### config.mk
export PLATFORM = sky130hd
export DESIGN_NAME = trap_controller
export DESIGN_NICKNAME = d
export VERILOG_FILES = /design/src/rtl/trap_controller.sv
export SDC_FILE = /design/constraint.sdc
export NUM_CORES = 1
export LEC_CHECK = 0
export BUFFER_PORTS_ARGS = -buffer_cell sky130_fd_sc_hd__buf_2
export CORE_UTILIZATION = 40
export CTS_BUF_LIST = sky130_fd_sc_hd__clkbuf_4 sky130_fd_sc_hd__clkbuf_8
export DETAILED_ROUTE_END_ITERATION = 7
export GPL_ROUTABILITY_DRIVEN = 0
export PLACE_DENSITY = 0.8
export RECOVER_POWER = 100
export SETUP_SLACK_MARGIN = 0.3
export SYNTH_ARGS = -nofsm -noshare
export SYNTH_HDL_FRONTEND = slang
export SYNTH_SLANG_ARGS = --single-unit
### constraint.sdc
create_clock -name clock -period 2 [get_ports clock]
set_clock_uncertainty 0.2 [all_clocks]
set_input_delay 0.1 -clock clock [delete_from_list [all_inputs] [get_ports clock]]
set_output_delay 0.1 -clock clock [all_outputs]
set_load 0.005 [all_outputs]
### src/rtl/trap_controller.sv
`default_nettype none
// ============================================================================
// Module   : trap_controller
// Brief    : Machine-mode trap entry / mret sequencer. Synchronizes and
//            prioritizes MEI/MSI/MTI, arbitrates them against synchronous
//            exceptions and mret, and emits one-cycle trap/return strobes
//            with cause and redirect PC for the CSR file and fetch stage.
// Revision : 1.0 - initial release
// ============================================================================
module trap_controller #(
    parameter int SYNC_STAGES = 2
) (
    input  logic        clock,
    input  logic        reset_n,
    input  logic        ext_irq,
    input  logic        timer_irq,
    input  logic        soft_irq,
    input  logic        mstatus_mie,
    input  logic        mie_meie,
    input  logic        mie_mtie,
    input  logic        mie_msie,
    input  logic        stall,
    input  logic        exception_valid,
    input  logic [3:0]  exception_cause,
    input  logic        mret,
    input  logic [29:0] mtvec_base,
    input  logic [29:0] mepc,
    output logic        trap,
    output logic        return_from_trap,
    output logic        interrupt,
    output logic [30:0] exception_code,
    output logic        redirect_valid,
    output logic [31:0] redirect_pc,
    output logic        mip_meip,
    output logic        mip_mtip,
    output logic        mip_msip,
    output logic        busy
);

    // Interrupt cause codes (machine external / software / timer).
    localparam logic [30:0] c_CODE_MEI = 31'd11;
    localparam logic [30:0] c_CODE_MSI = 31'd3;
    localparam logic [30:0] c_CODE_MTI = 31'd7;

    // Sequencer states, explicitly encoded.
    typedef enum logic [2:0] {
        ST_IDLE   = 3'd0,
        ST_DRAIN  = 3'd1,
        ST_TRAP   = 3'd2,
        ST_RETURN = 3'd3,
        ST_SETTLE = 3'd4
    } state_t;

    state_t             r_state;
    state_t             w_state_next;

    // Pending-level registers.
    logic [SYNC_STAGES-1:0] r_ext_sync;
    logic                   r_mtip;
    logic                   r_msip;

    // Registered outputs.
    logic        r_trap;
    logic        r_return;
    logic        r_redirect_valid;
    logic [31:0] r_redirect_pc;
    logic        r_interrupt;
    logic [30:0] r_code;

    // Combinational decision signals.
    logic        w_pend_mei;
    logic        w_pend_msi;
    logic        w_pend_mti;
    logic        w_take_irq;
    logic [30:0] w_irq_code;
    logic        w_evaluate;
    logic        w_go_trap;
    logic        w_go_return;
    logic        w_next_interrupt;
    logic [30:0] w_next_code;

    // ext_irq is asynchronous: shift it through the synchronizer chain.
    always_ff @(posedge clock) begin
        if (!reset_n) begin
            r_ext_sync <= '0;
        end else begin
            r_ext_sync <= {r_ext_sync[SYNC_STAGES-2:0], ext_irq};
        end
    end

    // Timer and software levels are already synchronous; register them once.
    always_ff @(posedge clock) begin
        if (!reset_n) begin
            r_mtip <= 1'b0;
            r_msip <= 1'b0;
        end else begin
            r_mtip <= timer_irq;
            r_msip <= soft_irq;
        end
    end

    assign mip_meip = r_ext_sync[SYNC_STAGES-1];
    assign mip_mtip = r_mtip;
    assign mip_msip = r_msip;

    // Enabled pending sources and fixed-priority cause selection.
    assign w_pend_mei = mip_meip & mie_meie;
    assign w_pend_msi = r_msip   & mie_msie;
    assign w_pend_mti = r_mtip   & mie_mtie;
    assign w_take_irq = mstatus_mie & (w_pend_mei | w_pend_msi | w_pend_mti);
    assign w_irq_code = w_pend_mei ? c_CODE_MEI :
                        w_pend_msi ? c_CODE_MSI : c_CODE_MTI;

    // State register.
    always_ff @(posedge clock) begin
        if (!reset_n) begin
            r_state <= ST_IDLE;
        end else begin
            r_state <= w_state_next;
        end
    end

    // Next-state logic: IDLE and DRAIN share one arbitration at an
    // instruction boundary (exception > mret > interrupt).
    always_comb begin
        w_state_next     = r_state;
        w_evaluate       = 1'b0;
        w_go_trap        = 1'b0;
        w_go_return      = 1'b0;
        w_next_interrupt = 1'b0;
        w_next_code      = '0;

        unique case (r_state)
            ST_IDLE: begin
                if (!stall) begin
                    w_evaluate = 1'b1;
                end else if (w_take_irq) begin
                    // Interrupt wants service but the core is mid-instruction.
                    w_state_next = ST_DRAIN;
                end
            end
            ST_DRAIN: begin
                if (!stall) begin
                    // Falls back to IDLE if the arbitration below finds nothing.
                    w_evaluate   = 1'b1;
                    w_state_next = ST_IDLE;
                end
            end
            ST_TRAP: begin
                w_state_next = ST_SETTLE;
            end
            ST_RETURN: begin
                w_state_next = ST_SETTLE;
            end
            ST_SETTLE: begin
                // One dead cycle lets the CSR file's mstatus update land.
                w_state_next = ST_IDLE;
            end
            default: begin
                w_state_next = ST_IDLE;
            end
        endcase

        if (w_evaluate) begin
            if (exception_valid) begin
                w_state_next     = ST_TRAP;
                w_go_trap        = 1'b1;
                w_next_interrupt = 1'b0;
                w_next_code      = {27'b0, exception_cause};
            end else if (mret) begin
                w_state_next = ST_RETURN;
                w_go_return  = 1'b1;
            end else if (w_take_irq) begin
                w_state_next     = ST_TRAP;
                w_go_trap        = 1'b1;
                w_next_interrupt = 1'b1;
                w_next_code      = w_irq_code;
            end
        end
    end

    // Strobes, redirect and cause are registered on entry to TRAP/RETURN so
    // they are valid for exactly the cycle the FSM spends in that state.
    always_ff @(posedge clock) begin
        if (!reset_n) begin
            r_trap           <= 1'b0;
            r_return         <= 1'b0;
            r_redirect_valid <= 1'b0;
            r_redirect_pc    <= '0;
            r_interrupt      <= 1'b0;
            r_code           <= '0;
        end else begin
            r_trap           <= w_go_trap;
            r_return         <= w_go_return;
            r_redirect_valid <= w_go_trap | w_go_return;
            if (w_go_trap) begin
                r_redirect_pc <= {mtvec_base, 2'b00};
                r_interrupt   <= w_next_interrupt;
                r_code        <= w_next_code;
            end else if (w_go_return) begin
                r_redirect_pc <= {mepc, 2'b00};
            end
        end
    end

    assign trap             = r_trap;
    assign return_from_trap = r_return;
    assign redirect_valid   = r_redirect_valid;
    assign redirect_pc      = r_redirect_pc;
    assign interrupt        = r_interrupt;
    assign exception_code   = r_code;
    assign busy             = (r_state != ST_IDLE);

endmodule
`default_nettype wire

==> results.txt, run 1 <==
----------------------------------------------------
[Synthesis]
  Cell type with the highest aggregate area in the netlist ... dfxtp_1
  Fraction of the yosys area taken by sequential cells ... 43.19%
  Count of flip-flops with a built-in enable after synthesis ... 0
  Most used flip-flop cell after synthesis ... dfxtp_1
  Share of synthesized flip-flops with an asynchronous set or reset ... 0%
  Synth Instances ... 258
  Count of state elements after synthesis ... 45
  Yosys warning total ... 0
  Top post-synthesis cells by area ... dfxtp_1, nand2_1, buf_4
  Post-Syn Area ... 0.002086 mm2
  Post-Syn Area per Cell ... 8.084 um2
  Share of the synthesized area in the top cell type ... 43.19%
  Yosys cell types ... 29

[GRT]
  GRT Total Usage ... 23.57%
  Global-route wire length before repair ... 9784 um
  Total global routing overflow ... 0
  Via count of the first global-routing pass ... 2272
  Pin count of the biggest net entering global routing ... 45
  Number of antenna violations at the first check in global routing ... 0

[Placement]
  Total half-perimeter wirelength after legalization and detailed placement ... 3797 um
  Worst slack, placed ... 0.2636 ns
  Number of I/O port buffers ... 117
  Instance count after placement with tap cells included ... 430

[Worst setup path]
  Critical-path maximum fanout ... 23
  Kind of critical path ... reg -> reg
  Required time worst endpoint ... 1.96 ns
  Number of cell instances on the worst register-to-register path ... 5
  CP Capture Type ... flop
  Data arrival time of the worst path ... 1.62 ns
  Kind of start point of the critical path ... flop

[Hold path]
  Class of the most critical hold timing path ... in -> reg
  Hold Crit Depth ... 4

[Job]
  Count of max-cap constraint violations ... 0

[Timing]
  Time the worst path needs with I/O delays and setup ... 1.654 ns
  Final hold viol count ... 0
  Slew Limit Fails ... 0
  Unrepaired setup endpoints after global routing ... yes
  Timing-limited maximum frequency ... 604.6 MHz
  TNS Setup ... 0 ns
  # setup viols final ... 0
  Final worst path period share ... 82.70%
  Least setup slack across all paths after layout ... 0.3459 ns

[Power]
  Leakage ... 1.492 nW
  Pwr Total ... 2.021 mW
  Peak supply drop ... 327.1 uV
  Pwr Density ... 595.9 mW/mm2

[Cells and area]
  Top library cells by usage in the layout, fill and taps aside ... buf_2, dlygate4sd3_1, nand2_1, dfxtp_1, o21ai_0
  Non-filler cells in the finished layout ... 510
  Most common library cell in the layout ignoring fill and taps ... buf_2
  Proportion of layout cells with a drive suffix above 1 ... 25.73%
  Fraction of the core area covered by cells at the end of the flow ... 69.49%
  Antenna cell count ... 0
  Total Nets Final ... 518
  Post-synthesis to final-layout area growth ... 62.57%

[Die]
  Core area ... 0.004880 mm2
  Starting utilization of the core area ... 42.74%
  Die Footprint ... 0.005507 mm2
  Die extent in y ... 74.21 um
  Number of top-level pins ... 147
  Chip Width ... 74.21 um
  Cell Rows ... 25

[Drt]
  Pre-antenna DRT Iters ... 4
  Post-DRT Antenna Nets ... 0
  Post-DR wirelength/cell ... 13.44 um
  Drt initial violations ... 133
  Number of remaining DRC errors ... 0
  Number of vias in the routed layout ... 2486
  Via/cell ratio ... 4.875
  Total Wirelength ... 6852 um

[Clock network]
  Clock transition at the registers of the reported paths ... 0.08 ns
  Number of buffers created by CTS ... 5
  Later-pin clock latency in the skew report ... 0.29 ns
  CTS tree ... done
  Clk sinks ... 45
  Clock root buffer master ... clkbuf_8
  Longest Clk Path Bufs ... 2
  H-tree lvl count ... 2

[Run status]
  Outcome ... complete, no violations

----------------------------------------------------
where the power goes:
part	leakage (nW)	switching [mW]	internal [mW]
registers	0.371	0.0412	0.968
clock network	0.0439	0.297	0.241
logic	1.08	0.216	0.257
total	1.49	0.555	1.47
final timing paths:
kind	from	to	slack [ns]
max	r_ext_sync[1]	exception_code[3]	0.35
min	stall	interrupt	0.02
max reg2reg	r_ext_sync[1]	exception_code[3]	0.35
min reg2reg	r_ext_sync[0]	r_ext_sync[1]	0.24
cells in the mapped netlist, types with 5 or more instances:
| master | n |
|---|---|
| a31oi_1 | 30 |
| dfxtp_1 | 45 |
| o21ai_0 | 29 |
| buf_2 | 6 |
| nand2_1 | 65 |
| o21ai_1 | 5 |
| buf_6 | 5 |
| a21oi_1 | 6 |
| buf_4 | 29 |
| clkbuf_1 | 5 |
critical path: stages (launching register included):
cell      delay (ns)
dfxtp_1         0.34
a22o_1          0.29
o221ai_4        0.23
buf_6           0.22
nor2b_1         0.20
a311oi_2        0.05
layer usage:
layer  up-vias  GRT usage, %  part of all wire [%]
met5         -             0                     0
met4         0         11.11                   2.9
met3        20         6.504                   8.5
met2       151         45.05                    52
met1      1122         23.43                    37
li1       1193             -                     -
stage by stage:
stage | hold WS (ns) | area [um2]
2_1_floorplan | 0.02729 | 2191
3_3_place_gp | 0.1065 | 2615
3_5_place_dp | 0.1111 | 2615
4_1_cts | 0.0004279 | 3390
5_1_grt | 0.01995 | 3391
6_report | 0.01999 | 3391
timing repair:
action / 4_1_cts / 5_1_grt
resized for setup: 2 / 2
endpoints found under the hold margin: 38 / 0
setup buffers: 0 / 4
pin swaps: 0 / 3
setup endpoints to repair: 22 / 22
hold buffers: 68 / 0
kinds of logic (layout without fill, tap and decap cells):
family | count (synthesis) | after routing | synth area share, %
AO/OA/AOI/OAI | 76 | 76 | 21.66
buffers and inverters | 50 | 207 | 16.38
flip-flops | 45 | 45 | 43.19
other | 1 | 29 | 0.1798
AND/OR/NAND/NOR | 86 | 86 | 18.60
state kept, by name, summed over array words and instances, names as in the netlist:
register / cells
trap: 1
redirect_valid: 1
exception_code: 4
redirect_pc: 30
return_from_trap: 1
r_state: 3
mip_msip: 1
mip_mtip: 1
interrupt: 1
r_ext_sync: 2
cell type report:
cell class              instances  area [um2]
flip-flops and latches         45       902.1
repair buffers                195        1336
multi-input cells             191       967.2
clock inverters                 3       17.52
fillers                       391        1489
inverters                       4       15.01
clock buffers                   5       68.82
well taps                      67       83.83
Power figures use the tool's default switching activity.
==> run 2, diff against run 1 <==
==> constraint.sdc (replaced) <==
create_clock -name clock -period 1.6 [get_ports clock]
set_clock_uncertainty 0.2 [all_clocks]
set_input_delay 0.08 -clock clock [delete_from_list [all_inputs] [get_ports clock]]
set_output_delay 0.08 -clock clock [all_outputs]
set_load 0.005 [all_outputs]
==> run 2 against run 1 <==
  * The run now ends with negative setup slack left
  * Final cell count up 2.5%
  * Global-route usage up 2.7 points
  * Sequential share of layout area down 2.1 points
  * Fmax up 0.90%
  * Die area unchanged
  * Hold slack worse by 0.0053 ns
  * Final area up 9.8%
  * Wire length up 12%
  * Largest cell class unchanged
==> results.txt, run 2 (synthesis results as in run 1) <==
----------------------------------------------------
[Timing]
  Final worst path period share ... 102.5% (+20 points)
  Final hold viol count ... 0 (unchanged)
  # setup viols final ... 1 (+1)
  Timing-limited maximum frequency ... 610.0 MHz (+0.90%)
  Unrepaired setup endpoints after global routing ... yes
  Slew Limit Fails ... 0 (unchanged)
  Least setup slack across all paths after layout ... -0.03939 ns (-0.3853 ns)
  Time the worst path needs with I/O delays and setup ... 1.639 ns (-0.01468 ns)
  TNS Setup ... -0.03939 ns (-0.03939 ns)

[GRT]
  Global-route wire length before repair ... 10870 um (+11%)
  Total global routing overflow ... 0 (unchanged)
  GRT Total Usage ... 26.26% (+2.7 points)
  Number of antenna violations at the first check in global routing ... 1 (+1)
  Pin count of the biggest net entering global routing ... 34 (-24%)
  Via count of the first global-routing pass ... 2460 (+8.3%)

[Die]
  Number of top-level pins ... 147 (unchanged)
  Die Footprint ... 0.005507 mm2 (unchanged)
  Core area ... 0.004880 mm2 (unchanged)
  Die extent in y ... 74.21 um (unchanged)
  Cell Rows ... 25 (unchanged)
  Starting utilization of the core area ... 42.74% (unchanged)
  Chip Width ... 74.21 um (unchanged)

[Cells and area]
  Proportion of layout cells with a drive suffix above 1 ... 29.89% (+4.2 points)
  Non-filler cells in the finished layout ... 523 (+2.5%)
  Max reg flops ... 30 (unchanged)
  Post-synthesis to final-layout area growth ... 78.46%
  Total Nets Final ... 530 (+2.3%)
  Number of filler instances in the final layout ... 374 (-4.3%)
  Fraction of the core area covered by cells at the end of the flow ... 76.28% (+6.8 points)
  Top library cells by usage in the layout, fill and taps aside ... buf_2, dlygate4sd3_1, nand2_1, dfxtp_1, clkbuf_1
  Final cell area excluding filler cells ... 0.003722 mm2 (+9.8%)
  Most common library cell in the layout ignoring fill and taps ... buf_2

[Clock network]
  Clock transition at the registers of the reported paths ... 0.09 ns (about the same)
  CTS tree ... done
  Longest Clk Path Bufs ... 2 (unchanged)
  H-tree lvl count ... 2 (unchanged)
  Clk sinks ... 45 (unchanged)
  Later-pin clock latency in the skew report ... 0.30 ns (about the same)
  Number of buffers created by CTS ... 5 (unchanged)
  Clock root buffer master ... clkbuf_8

[Drt]
  Number of vias in the routed layout ... 2594 (+4.3%)
  Total Wirelength ... 7678 um (+12%)
  Drt initial violations ... 141 (+6.0%)
  Via/cell ratio ... 4.960 (+1.8%)
  Pre-antenna DRT Iters ... 5 (+1)
  Number of remaining DRC errors ... 0 (unchanged)
  Post-DRT Antenna Nets ... 0 (unchanged)
  Post-DR wirelength/cell ... 14.68 um (+9.3%)

[Worst setup path]
  Gate family responsible for the most delay along the worst path ... compound AO/OA/AOI/OAI gates
  Cell-by-cell listing of the critical path ... a22o_1, o221ai_4, buf_4, clkbuf_16, a31oi_1
  Critical-path maximum fanout ... 16 (-30%)
  Kind of critical path ... reg -> reg
  Kind of start point of the critical path ... flop
  Slowest cell on the critical path ... dfxtp_2
  Number of buffer and inverter stages on the critical path ... 2 (+1)
  Reg-to-reg slack, setup ... -0.04 ns (-0.39 ns)
  Max stage delay on crit path ... 0.34 ns (about the same)
  Data arrival time of the worst path ... 1.61 ns (about the same)
  Required time worst endpoint ... 1.57 ns (-0.39 ns)
  CP Capture Type ... flop

[Power]
  Leakage ... 1.619 nW (+8.5%)
  Sequential fraction of design power ... 44.3% (-5.7 points)
  Combinational cell fraction of total power ... 25.0% (+1.6 points)
  Peak supply drop ... 528.5 uV (+62%)
  Clock power share ... 30.7% (+4.1 points)
  Pwr Density ... 764.0 mW/mm2 (+28%)
  Switching power ... 773.1 uW (+39%)
  Internal Power ... 2.071 mW (+41%)
  Sw Ratio ... 27.19% (-0.26 points)

[Run status]
  Violations in the final reports ... negative setup slack
  Outcome ... finished with violations

[Placement]
  Placed Area ... 0.002681 mm2 (+2.5%)
  Total half-perimeter wirelength after legalization and detailed placement ... 3716 um (-2.1%)
  Instance count after placement with tap cells included ... 432 (+0.47%)
  Number of I/O port buffers ... 117 (unchanged)

[Job]
  Count of max-cap constraint violations ... 0 (unchanged)

[Hold path]
  Class of the most critical hold timing path ... in -> reg

----------------------------------------------------
==> run 2: cell count changes in the layout (fill, tap and decap cells not counted), sizes merged <==
cell,previous run,this run
buf,101,108
clkbuf,31,36
clkinv,2,1
bufinv,0,1
diode,0,1
==> run 2: power by group through the flow <==
stage          registers [mW]  logic, mW  clock network, mW
6_report                 1.26      0.712              0.872
5_1_grt                  1.27      0.771              0.945
4_1_cts                  1.25      0.678              0.889
3_5_place_dp             1.28      0.472                  0
3_3_place_gp             1.28      0.463                  0
2_1_floorplan            1.29      0.277                  0
==> run 2: area by class of cell <==
type,count,area [um2],area share [%]
clock buffers,5,68.82,1.849
flip-flops and latches,45,910.9,24.47
inverters,4,15.01,0.4034
well taps,67,83.83,2.252
clock inverters,3,46.29,1.244
diodes,1,2.502,0.06723
repair buffers,207,1562,41.95
multi-input cells,191,1033,27.76
==> run 2: worst paths after layout <==
kind	from	end	cells after the start
min reg2reg	r_ext_sync[0]	r_ext_sync[1]	1
max	r_ext_sync[1]	redirect_pc[25]	5
max reg2reg	r_ext_sync[1]	redirect_pc[25]	5
min	exception_cause[2]	exception_code[2]	4
==> run 2: per-stage QoR <==
step	hold WS [ns]	total power [mW]	worst slack, ns
floorplan	0.007293	1.567	0.1608
global placement	0.08720	1.743	0.06554
detailed placement	0.08990	1.755	0.04712
CTS	0.002324	2.822	0.04807
global route	0.03870	2.986	-0.1201
finish	0.01472	2.844	-0.03939
==> run 2: timing repair <==
item                                    in CTS  in global routing
pin swaps                                    1                  3
hold buffers                                68                  0
gates resized for setup                     20                 13
buffers inserted                             7                  2
gates cloned                                 4                  1
endpoints found under the setup margin      40                 41
hold endpoints to repair                    37                  0
==> run 2: worst reg2reg max path, delay by kind of cell, from the launching register on <==
family,cells,cell delay (ns)
DFF,1,0.34
buffers and inverters,2,0.34
AOI/OAI and AO/OA,3,0.63
==> run 2: metal layers <==
layer,track usage (%),vias up,share of wire [%]
met4,12.16,0,3.1
met3,6.640,26,8.8
met1,26.28,1189,38
met5,0,-,0
li1,-,1220,-
met2,50.51,159,50
==> run 3, diff against run 2 <==
--- a/config.mk
+++ b/config.mk
@@ -8,6 +8,7 @@
 export BUFFER_PORTS_ARGS = -buffer_cell sky130_fd_sc_hd__buf_2
 export CORE_UTILIZATION = 40
 export CTS_BUF_LIST = sky130_fd_sc_hd__clkbuf_4 sky130_fd_sc_hd__clkbuf_8
+export CTS_CLUSTER_SIZE = 12
 export DETAILED_ROUTE_END_ITERATION = 7
 export GPL_ROUTABILITY_DRIVEN = 0
 export PLACE_DENSITY = 0.8
@@ -16,3 +17,4 @@
 export SYNTH_ARGS = -nofsm -noshare
 export SYNTH_HDL_FRONTEND = slang
 export SYNTH_SLANG_ARGS = --single-unit
+export TNS_END_PERCENT = 5
==> run 3 against run 2 <==
  * The run still ends with negative setup slack left
  * Non-clock buffer count down 8
  * First-iteration DRC count up 21%
  * Sequential share of layout area rose by 1.1 points
  * Critical path type unchanged
  * Largest power group unchanged
  * Wire length is 0.23% higher
  * Highest routed layer unchanged
  * Sequential cell count unchanged
==> results.txt, run 3 (synthesis results as in run 1) <==
----------------------------------------------------
[Run status]
  Outcome ... finished with violations
  Violations in the final reports ... negative setup slack

[Clock network]
  Clock transition at the registers of the reported paths ... 0.09 ns (about the same)
  Number of buffers created by CTS ... 5 (unchanged)
  Longest Clk Path Bufs ... 2 (unchanged)
  CTS tree ... done
  Clock root buffer master ... clkbuf_8
  Later-pin clock latency in the skew report ... 0.30 ns (about the same)
  H-tree lvl count ... 2 (unchanged)
  Clk sinks ... 45 (unchanged)

[Cells and area]
  Antenna cell count ... 0 (-1)
  Total Nets Final ... 524 (-1.1%)
  Most common library cell in the layout ignoring fill and taps ... buf_2
  Storage element area ... 909.6 um2 (-0.14%)
  Area taken by multi-input logic gates ... 0.001022 mm2 (-1.1%)
  Max reg flops ... 30 (unchanged)
  Post-synthesis to final-layout area growth ... 70.85%
  Number of filler instances in the final layout ... 378 (+1.1%)
  Top library cells by usage in the layout, fill and taps aside ... buf_2, dlygate4sd3_1, nand2_1, dfxtp_1
  Proportion of layout cells with a drive suffix above 1 ... 30.29% (+0.40 points)

[Worst setup path]
  CP Capture Type ... flop
  Data arrival time of the worst path ... 1.64 ns (+0.03 ns)
  Required time worst endpoint ... 1.61 ns (+0.04 ns)
  Kind of critical path ... reg -> reg
  Critical-path maximum fanout ... 21 (+5)
  Kind of start point of the critical path ... flop

[Placement]
  Total half-perimeter wirelength after legalization and detailed placement ... 3776 um (+1.6%)
  Number of I/O port buffers ... 117 (unchanged)
  Worst slack, placed ... 0.006767 ns (-0.04035 ns)

[Drt]
  Drt initial violations ... 170 (+21%)
  Post-DRT Antenna Nets ... 0 (unchanged)
  Post-DR wirelength/cell ... 14.91 um (+1.6%)
  Number of remaining DRC errors ... 0 (unchanged)
  Number of vias in the routed layout ... 2550 (-1.7%)
  Via/cell ratio ... 4.942 (-0.36%)
  Pre-antenna DRT Iters ... 5 (unchanged)
  Total Wirelength ... 7696 um (+0.23%)

[Power]
  Internal Power ... 2.034 mW (-1.8%)
  Pwr Density ... 784.2 mW/mm2 (+2.7%)
  Sw Ratio ... 27.21% (about the same)
  Sequential fraction of design power ... 45.3% (+1.0 points)
  Switching power ... 760.4 uW (-1.6%)
  Peak supply drop ... 528.3 uV (about the same)
  Leakage ... 1.597 nW (-1.3%)
  Combinational cell fraction of total power ... 23.6% (-1.4 points)
  Clock power share ... 31.1% (+0.4 points)

[Timing]
  Least setup slack across all paths after layout ... -0.03195 ns (+0.007439 ns)
  # setup viols final ... 3 (+2)
  Timing-limited maximum frequency ... 612.8 MHz (+0.46%)
  Hold slack final ... 0.02900 ns (+0.01428 ns)
  Slew Limit Fails ... 0 (unchanged)
  Final hold viol count ... 0 (unchanged)
  Unrepaired setup endpoints after global routing ... yes
  Relative slew slack ... 61.72%
  Final worst path period share ... 102.0% (-0.46 points)
  Time the worst path needs with I/O delays and setup ... 1.632 ns (-0.007439 ns)
  Worst-margin pin slew ... 0.5723 ns

[Die]
  Chip Width ... 74.21 um (unchanged)
  Number of top-level pins ... 147 (unchanged)
  Core area ... 0.004880 mm2 (unchanged)
  Die extent in y ... 74.21 um (unchanged)
  Die Footprint ... 0.005507 mm2 (unchanged)
  Cell Rows ... 25 (unchanged)
  Starting utilization of the core area ... 42.74% (unchanged)

[Job]
  Count of max-cap constraint violations ... 0 (unchanged)

[GRT]
  Pin count of the biggest net entering global routing ... 26 (-24%)
  Global-route wire length before repair ... 11140 um (+2.5%)
  Number of antenna violations at the first check in global routing ... 0 (-1)
  Total global routing overflow ... 0 (unchanged)
  Via count of the first global-routing pass ... 2362 (-4.0%)
  GRT Total Usage ... 27.09% (+0.83 points)

[Hold path]
  Class of the most critical hold timing path ... in -> reg

----------------------------------------------------
run 3: changes by cell type in the layout (fill, tap and decap cells not counted), sizes merged:
cell         previous run  this run
buf                   108       111
clkbuf                 36        22
diode                   1         0
dlygate4sd3            68        71
and2                    5         7
run 3: layout make-up:
type | count | share of cell area [%]
flip-flops and latches | 45 | 25.53
repair buffers | 199 | 39.78
multi-input cells | 193 | 28.69
well taps | 67 | 2.353
clock buffers | 5 | 1.931
clock inverters | 3 | 1.299
inverters | 4 | 0.4213
run 3: worst paths after layout:
path	start	endpoint	slack, ns	cells after the start
max	r_ext_sync[1]	redirect_pc[9]	-0.03	5
min reg2reg	r_ext_sync[0]	r_ext_sync[1]	0.25	1
max reg2reg	r_ext_sync[1]	redirect_pc[9]	-0.03	5
min	exception_cause[2]	exception_code[2]	0.03	4
run 3: critical path, stage by stage (launching register included):
cell and delay (ns):
dfxtp_2 0.35, a22o_1 0.25, o221ai_4 0.25, buf_12 0.20, o21ai_1 0.09, a31oi_1 0.20
run 3: metal layers:
| metal | wire length, um | vias up | global-route usage (%) |
|---|---|---|---|
| met4 | 163 | 0 | 11.11 |
| met1 | 2843 | 1154 | 29.90 |
| met2 | 3958 | 175 | 49.60 |
| li1 | - | 1204 | - |
| met5 | 0 | - | 0 |
| met3 | 731 | 17 | 6.640 |
run 3: power by group through the flow:
stage          Combinational [mW]  Sequential, mW  Clock, mW
2_1_floorplan               0.277            1.29          0
3_3_place_gp                0.450            1.28          0
3_5_place_dp                0.461            1.28          0
4_1_cts                     0.621            1.26      0.890
5_1_grt                     0.720            1.27      0.940
6_report                    0.659            1.27      0.870
run 3: what timing repair did:
item | in CTS | in global routing
buffers inserted | 2 | 1
endpoints found under the hold margin | 40 | 0
resized for setup | 4 | 27
pin swaps | 4 | 11
hold buffers | 71 | 0
setup endpoints to repair | 41 | 41
cloned | 2 | 1
run 3: per-stage QoR:
stage	setup TNS [ns]	util (%)	cells	total power, mW	area (um2)
floorplan	0	-	286	1.567	2213
global placement	0	54.00	431	1.733	2635
detailed placement	0	54.00	431	1.746	2635
CTS	0	72.08	514	2.772	3517
global route	-1.074	73.03	516	2.934	3563
finish	-0.06422	73.03	516	2.795	3563
